### src/rtl/pwm_duty_sched_if.sv
// Command/duty bundle between steering logic and the duty scheduler.
interface pwm_duty_sched_if;
    logic               tgt_vld;
    logic signed [13:0] lft_tgt;
    logic signed [13:0] rht_tgt;
    logic               estop;
    logic signed [13:0] lft_duty;
    logic signed [13:0] rht_duty;
    logic               wrt_lft;
    logic               wrt_rht;
    logic               at_tgt_lft;
    logic               at_tgt_rht;

    // Command source side
    modport master (
        output tgt_vld, lft_tgt, rht_tgt, estop,
        input  lft_duty, rht_duty, wrt_lft, wrt_rht, at_tgt_lft, at_tgt_rht
    );

    // Scheduler side
    modport slave (
        input  tgt_vld, lft_tgt, rht_tgt, estop,
        output lft_duty, rht_duty, wrt_lft, wrt_rht, at_tgt_lft, at_tgt_rht
    );
endinterface

### src/rtl/pwm_duty_sched.sv
// Rate-limited duty sequencer for the left/right PWM channels, with a
// zero-duty dwell on direction reversal and a synchronous emergency stop.
module pwm_duty_sched #(
    parameter int unsigned PERIOD_BITS  = 13,
    parameter int unsigned STEP         = 256,
    parameter int unsigned DEAD_PERIODS = 2
) (
    input  logic             clk,
    input  logic             rst_n,
    pwm_duty_sched_if.slave  bus
);

    localparam int unsigned DW      = 14;
    localparam int unsigned NCH     = 2;
    localparam logic signed [DW:0] STEP_W = (DW+1)'(STEP);
    localparam logic [3:0]  DEAD_LD = 4'(DEAD_PERIODS);

    localparam logic [1:0] ST_HOLD = 2'd0;
    localparam logic [1:0] ST_RAMP = 2'd1;
    localparam logic [1:0] ST_DEAD = 2'd2;

    logic [PERIOD_BITS-1:0] cnt_q, cnt_d;
    logic                   tick;

    logic signed [DW-1:0] tgt_in  [NCH];
    logic signed [DW-1:0] step_v  [NCH];
    logic signed [DW-1:0] tgt_q   [NCH];
    logic signed [DW-1:0] tgt_d   [NCH];
    logic signed [DW-1:0] duty_q  [NCH];
    logic signed [DW-1:0] duty_d  [NCH];
    logic [1:0]           state_q [NCH];
    logic [1:0]           state_d [NCH];
    logic [3:0]           dwell_q [NCH];
    logic [3:0]           dwell_d [NCH];
    logic                 wrt_q   [NCH];
    logic                 wrt_d   [NCH];
    logic                 at_q    [NCH];
    logic                 at_d    [NCH];

    // One rate-limited step from d toward t
    function automatic logic signed [DW-1:0] ramp_next(
        input logic signed [DW-1:0] t,
        input logic signed [DW-1:0] d
    );
        logic signed [DW:0] ext_d;
        logic signed [DW:0] diff;
        logic signed [DW:0] mag;
        ext_d = {d[DW-1], d};
        diff  = {t[DW-1], t} - ext_d;
        mag   = diff[DW] ? -diff : diff;
        if (mag <= STEP_W) begin
            return t;
        end else if (diff[DW]) begin
            return DW'(ext_d - STEP_W);
        end else begin
            return DW'(ext_d + STEP_W);
        end
    endfunction

    // True when stepping d to n would cross or touch zero while heading to an opposite-sign target
    function automatic logic is_reversal(
        input logic signed [DW-1:0] t,
        input logic signed [DW-1:0] d,
        input logic signed [DW-1:0] n
    );
        logic d_pos, d_neg, t_pos, t_neg;
        d_neg = d[DW-1];
        d_pos = !d[DW-1] && (d != '0);
        t_neg = t[DW-1];
        t_pos = !t[DW-1] && (t != '0);
        return (d != '0) && ((n == '0) || (n[DW-1] != d[DW-1]))
               && ((t_pos && d_neg) || (t_neg && d_pos));
    endfunction

    // Most-negative code has no positive twin; fold it in by one
    function automatic logic signed [DW-1:0] clamp_tgt(input logic signed [DW-1:0] t);
        return (t == 14'h2000) ? 14'h2001 : t;
    endfunction

    assign tgt_in[0] = bus.lft_tgt;
    assign tgt_in[1] = bus.rht_tgt;
    assign tick      = &cnt_q;

    // Next-state: period counter, target capture, per-channel ramp FSM and strobes
    always_comb begin
        cnt_d = cnt_q + PERIOD_BITS'(1);
        for (int c = 0; c < int'(NCH); c++) begin
            tgt_d[c]   = tgt_q[c];
            duty_d[c]  = duty_q[c];
            state_d[c] = state_q[c];
            dwell_d[c] = dwell_q[c];
            wrt_d[c]   = 1'b0;
            step_v[c]  = ramp_next(tgt_q[c], duty_q[c]);

            if (bus.estop) begin
                tgt_d[c]   = '0;
                duty_d[c]  = '0;
                state_d[c] = ST_HOLD;
                dwell_d[c] = '0;
                wrt_d[c]   = (duty_q[c] != '0);
            end else begin
                if (tick) begin
                    case (state_q[c])
                        ST_HOLD, ST_RAMP: begin
                            if ((state_q[c] == ST_RAMP) || (duty_q[c] != tgt_q[c])) begin
                                if (is_reversal(tgt_q[c], duty_q[c], step_v[c])) begin
                                    duty_d[c]  = '0;
                                    state_d[c] = ST_DEAD;
                                    dwell_d[c] = DEAD_LD;
                                end else begin
                                    duty_d[c]  = step_v[c];
                                    state_d[c] = (step_v[c] == tgt_q[c]) ? ST_HOLD : ST_RAMP;
                                end
                            end
                        end
                        ST_DEAD: begin
                            dwell_d[c] = dwell_q[c] - 4'd1;
                            if (dwell_q[c] == 4'd1) begin
                                state_d[c] = ST_RAMP;
                            end
                        end
                        default: state_d[c] = ST_HOLD;
                    endcase
                    wrt_d[c] = (duty_d[c] != duty_q[c]);
                end
                // Capture after the tick decision so a same-cycle target waits a period
                if (bus.tgt_vld) begin
                    tgt_d[c] = clamp_tgt(tgt_in[c]);
                end
            end
            at_d[c] = (state_d[c] == ST_HOLD) && (duty_d[c] == tgt_d[c]);
        end
    end

    // State and output registers
    always_ff @(posedge clk or negedge rst_n) begin
        if (!rst_n) begin
            cnt_q <= '0;
            for (int c = 0; c < int'(NCH); c++) begin
                tgt_q[c]   <= '0;
                duty_q[c]  <= '0;
                state_q[c] <= ST_HOLD;
                dwell_q[c] <= '0;
                wrt_q[c]   <= 1'b0;
                at_q[c]    <= 1'b1;
            end
        end else begin
            cnt_q <= cnt_d;
            for (int c = 0; c < int'(NCH); c++) begin
                tgt_q[c]   <= tgt_d[c];
                duty_q[c]  <= duty_d[c];
                state_q[c] <= state_d[c];
                dwell_q[c] <= dwell_d[c];
                wrt_q[c]   <= wrt_d[c];
                at_q[c]    <= at_d[c];
            end
        end
    end

    assign bus.lft_duty   = duty_q[0];
    assign bus.rht_duty   = duty_q[1];
    assign bus.wrt_lft    = wrt_q[0];
    assign bus.wrt_rht    = wrt_q[1];
    assign bus.at_tgt_lft = at_q[0];
    assign bus.at_tgt_rht = at_q[1];

endmodule
### src/flat_wrapper.sv
// flat-port wrapper written by rule: the top's interface ports become plain ports
module pwm_duty_sched_flat 
#(
    parameter int unsigned PERIOD_BITS  = 13,
    parameter int unsigned STEP         = 256,
    parameter int unsigned DEAD_PERIODS = 2
)
  (clk, rst_n, bus_tgt_vld, bus_lft_tgt, bus_rht_tgt, bus_estop, bus_lft_duty, bus_rht_duty, bus_wrt_lft, bus_wrt_rht, bus_at_tgt_lft, bus_at_tgt_rht);
  pwm_duty_sched_if bus_i ();
  input  logic clk;
  input  logic rst_n;
  input wire logic [$bits(bus_i.tgt_vld)-1:0] bus_tgt_vld;
  input wire logic [$bits(bus_i.lft_tgt)-1:0] bus_lft_tgt;
  input wire logic [$bits(bus_i.rht_tgt)-1:0] bus_rht_tgt;
  input wire logic [$bits(bus_i.estop)-1:0] bus_estop;
  output wire logic [$bits(bus_i.lft_duty)-1:0] bus_lft_duty;
  output wire logic [$bits(bus_i.rht_duty)-1:0] bus_rht_duty;
  output wire logic [$bits(bus_i.wrt_lft)-1:0] bus_wrt_lft;
  output wire logic [$bits(bus_i.wrt_rht)-1:0] bus_wrt_rht;
  output wire logic [$bits(bus_i.at_tgt_lft)-1:0] bus_at_tgt_lft;
  output wire logic [$bits(bus_i.at_tgt_rht)-1:0] bus_at_tgt_rht;
  assign bus_i.tgt_vld = bus_tgt_vld;
  assign bus_i.lft_tgt = bus_lft_tgt;
  assign bus_i.rht_tgt = bus_rht_tgt;
  assign bus_i.estop = bus_estop;
  assign bus_lft_duty = bus_i.lft_duty;
  assign bus_rht_duty = bus_i.rht_duty;
  assign bus_wrt_lft = bus_i.wrt_lft;
  assign bus_wrt_rht = bus_i.wrt_rht;
  assign bus_at_tgt_lft = bus_i.at_tgt_lft;
  assign bus_at_tgt_rht = bus_i.at_tgt_rht;
  pwm_duty_sched #(.PERIOD_BITS(PERIOD_BITS), .STEP(STEP), .DEAD_PERIODS(DEAD_PERIODS)) u_core (.clk(clk), .rst_n(rst_n), .bus(bus_i));
endmodule
### config.mk
export PLATFORM = sky130hd
export DESIGN_NAME = pwm_duty_sched_flat
export DESIGN_NICKNAME = d
export VERILOG_FILES = /design/src/rtl/pwm_duty_sched_if.sv /design/src/rtl/pwm_duty_sched.sv /design/src/flat_wrapper.sv
export SDC_FILE = /design/constraint.sdc
export NUM_CORES = 1
export LEC_CHECK = 0
export CAP_MARGIN = 25
export CORE_ASPECT_RATIO = 2
export CORE_MARGIN = 5
export CORE_UTILIZATION = 50
export CTS_CLUSTER_DIAMETER = 40
export DETAILED_ROUTE_END_ITERATION = 6
export PLACE_DENSITY = 0.67
export SYNTH_ARGS = -nofsm -noshare
export SYNTH_HDL_FRONTEND = slang
export SYNTH_SLANG_ARGS = --single-unit
### constraint.sdc
create_clock -name clk -period 13.4 [get_ports clk]
set_input_delay 2.01 -clock clk [delete_from_list [all_inputs] [get_ports clk]]
set_output_delay 2.01 -clock clk [all_outputs]
set_load 0.03 [all_outputs]
==> results by group <==
Outcome
  • Status: finished, final reports clean

Synthesis
  • Synth area leaders: dfrtp_1 24%, ha_1 6.0%, mux2i_1 5.2%
  • Seq/Total Area, Yosys: 24.9%
  • Syn Std Cell Area: 8540 µm²
  • Synth unique cells: 91
  • Post-synth EDFFs: 0
  • Warnings, synthesis: 0
  • Post-synthesis register bit count: 85
  • Syn Nets: 1116
  • Syn Area/Cell: 8.22 µm²
  • Area share of the largest cell type after synthesis: 24.3%
  • Syn Inst Count: 1039
  • Cell taking the most area after synthesis: dfrtp_1
  • Ys flop type: dfrtp_1
  • Async SR Flop Fraction: 100%

Clock tree
  • Clock Sink Count: 85
  • Worst-path clk slew: 70 ps
  • Resized Gates After CTS: 0
  • # Post-CTS Setup Buffers: 0
  • Cts bufs inserted: 9
  • CTS tree: yes
  • Clk_lat worst skew: 350 ps
  • CTS Hold Buffers Added: 0
  • CTS root buffer: clkbuf_16
  • Htree depth: 3
  • CTS Buffer Depth: 2

STA
  • Crit path time final: 6410 ps
  • Clk_skew: 9.45 ps
  • Fmax: 156 MHz
  • Hold Vio Cnt, Final: 0
  • Final worst-path setup slack: 6990 ps
  • Final setup viols: 0
  • Slew Limit Fails: 0
  • RSZ-0062 raised after global routing: false
  • Period utilization: 47.8%
  • Worst-Margin Slew: 897 ps
  • Setup TNS: 0 ps
  • Slew margin rel.: 40.2%

Floorplanning
  • Core box area: 16800 µm²
  • Die X: 102 µm
  • Io pins: 64
  • Starting density of the core: 50.9%
  • Die ar.: 20000 µm²
  • Die Span Y: 195 µm
  • Num rows: 67

Detailed routing
  • Residual DRC: 0
  • DR vias: 8803
  • Initial DRC count: 521
  • DRT antenna net count: 0
  • Pre-antenna DRT Iters: 6
  • Vias/cell: 6.83
  • Routed wire length: 33300 µm
  • WL per Instance: 25.8 µm

Global route
  • Tot GR Track Use: 34.0%
  • Number of global-route vias before repair: 9094
  • Initial antenna violation count: 0
  • Met1 global-route usage: 33.1%
  • Met3 Track Usage GR: 4.02%
  • Met2 usage: 61.9%
  • Gr ovfl total: 0
  • First-pass GRT wire length: 51800 µm
  • Gr busiest metal: met2
  • Pin count of the biggest net entering global routing: 72

Final layout
  • Nets: 1153
  • Fin util: 57.2%
  • Ratio of cells with drive above 1 in the final layout: 7.31%
  • Area Overhead vs Synth: 12.4%
  • N_diodes: 0
  • Fin cells: 1288
  • Fillers: 1612

Placement
  • Pre-CTS setup slack: 7030 ps
  • GPL Wtd Cong: 1.08
  • Port Buffers: 63
  • Placed instance count: 1269
  • DP Wirelength: 26100 µm

Job
  • Max-cap violations: 0

Power and ir drop
  • Leakage Power: 4.13 nW
  • Worst vdd ir: 65.9 µV
  • Power Density: 84.4 nW/µm²

Critical path
  • Critical path startpoint category: register
  • CP Capture Type: register
  • Critical path required time: 13660 ps
  • Critical Path AT: 6670 ps
  • Critical path start-end classification: reg2reg
  • Crit-path max FO: 10

Min path
  • Hold Path Class: reg2reg
[cells by family after synthesis]
logic type	after synthesis	share of synthesized area [%]
and+or+nand+nor	349	21.9
buffers and inverters	127	5.92
xor gates and xnor gates	70	7.44
DFF	85	24.9
adders and majority gates	45	6.95
muxes	51	6.12
AOI/OAI and AO/OA	312	26.7
[path summary, 6_finish.rpt]
check / cells past startpoint / slack (ps) / startpoint / end
max: 24 / 6990 / u_core.tgt_q[14]$_DFF_PN0_ / u_core.bus.at_tgt_lft$_DFF_PN1_
min: 1 / 470 / u_core.cnt_q[11]$_DFF_PN0_ / u_core.cnt_q[11]$_DFF_PN0_
max reg2reg: 24 / 6990 / u_core.tgt_q[14]$_DFF_PN0_ / u_core.bus.at_tgt_lft$_DFF_PN1_
min reg2reg: 1 / 470 / u_core.cnt_q[11]$_DFF_PN0_ / u_core.cnt_q[11]$_DFF_PN0_
max in group asynchronous: 2 / 10720 / rst_n / u_core.bus.lft_duty[8]$_DFF_PN0_
min in group asynchronous: 1 / 1530 / rst_n / u_core.tgt_q[21]$_DFF_PN0_
[registers in the layout (all words and copies together), names as in the netlist, 4 cells and up]
register and cells:
u_core.cnt_q 13, u_core.tgt_q 28, u_core.state_q 4, u_core.dwell_q 8, u_core.bus.rht_duty 14, u_core.bus.lft_duty 14
[layer usage]
metal  share of wire, %  wire length, µm  vias to the layer above
met5                  0                0                        -
met4                9.6             3200                        0
met3                4.7             1570                      177
met2                 54            17900                      414
met1                 32            10600                     4250
li1                   -                -                     3962
[worst max-delay path, stage by stage (launching register included)]
cell	delay, ps
dfrtp_1	450
inv_1	190
ha_1	190
inv_1	60
fa_1	460
a211oi_4	330
o21ai_0	200
a21o_1	210
nand3b_1	70
and2_1	390
ha_1	310
a21o_1	180
a21oi_1	220
o21bai_1	100
a21oi_1	210
xnor2_1	130
xnor2_2	340
mux2_2	390
nor2_1	250
nor2_1	140
mux2i_1	290
xor2_1	130
o21ai_0	310
or4b_1	490
nor4_2	280
[through the flow]
stage | hold WS (ps) | area [µm²] | power (mW)
global route | 500 | 9600 | 0.846
finish | 473 | 9600 | 0.810
floorplan | 438 | 8540 | 0.469
detailed placement | 467 | 9250 | 0.547
global placement | 459 | 9250 | 0.546
CTS | 481 | 9550 | 0.804
[area by class of cell]
class                   instances  area [µm²]  share of cell area, %
flip-flops and latches         85        2130                   22.2
inverters                      83         312                   3.25
clock buffers                  10         229                   2.39
repair buffers                 70         693                   7.22
well taps                     207         259                   2.70
clock inverters                 6        71.3                  0.743
multi-input cells             827        5900                   61.5
[layout by cell type, fill, tap and decap left out, types with 10 or more instances in the layout]
cell type        instances
dfrtp_1                 83
inv_1                   82
nor2_1                  74
clkdlybuf4s50_1         60
nand2_1                 58
a21oi_1                 58
xnor2_1                 45
o21ai_0                 44
mux2i_1                 44
ha_1                    41
nand3_1                 28
nor4_1                  26
xor2_1                  23
or2_2                   22
and3_1                  21
o22ai_1                 21
nor3_1                  20
nand4_1                 16
a31oi_1                 15
a21o_1                  14
a22o_1                  14
and2_1                  13
nand3b_1                13
nand2b_1                12
a2111oi_0               10
o211ai_1                10
[synthesized netlist by cell type, drive strengths merged (10+ instances only)]
cell type,instances
a2111oi,12
a211oi,13
a21o,14
a21oi,58
a22o,14
a31oi,15
and2,13
and3,21
buf,10
clkbuf,34
dfrtp,83
ha,41
inv,83
mux2i,44
nand2,58
nand2b,13
nand3,28
nand3b,13
nand4,16
nor2,75
nor3,20
nor4,27
o211ai,10
o21ai,49
o22ai,23
o31ai,10
or2,24
xnor2,46
xor2,23
[power by group]
| part | internal [mW] | switching (mW) |
|---|---|---|
| combinational | 0.108 | 0.167 |
| sequential | 0.261 | 0.0148 |
| clock | 0.147 | 0.111 |
No activity file was read; power rests on OpenSTA's default activity.
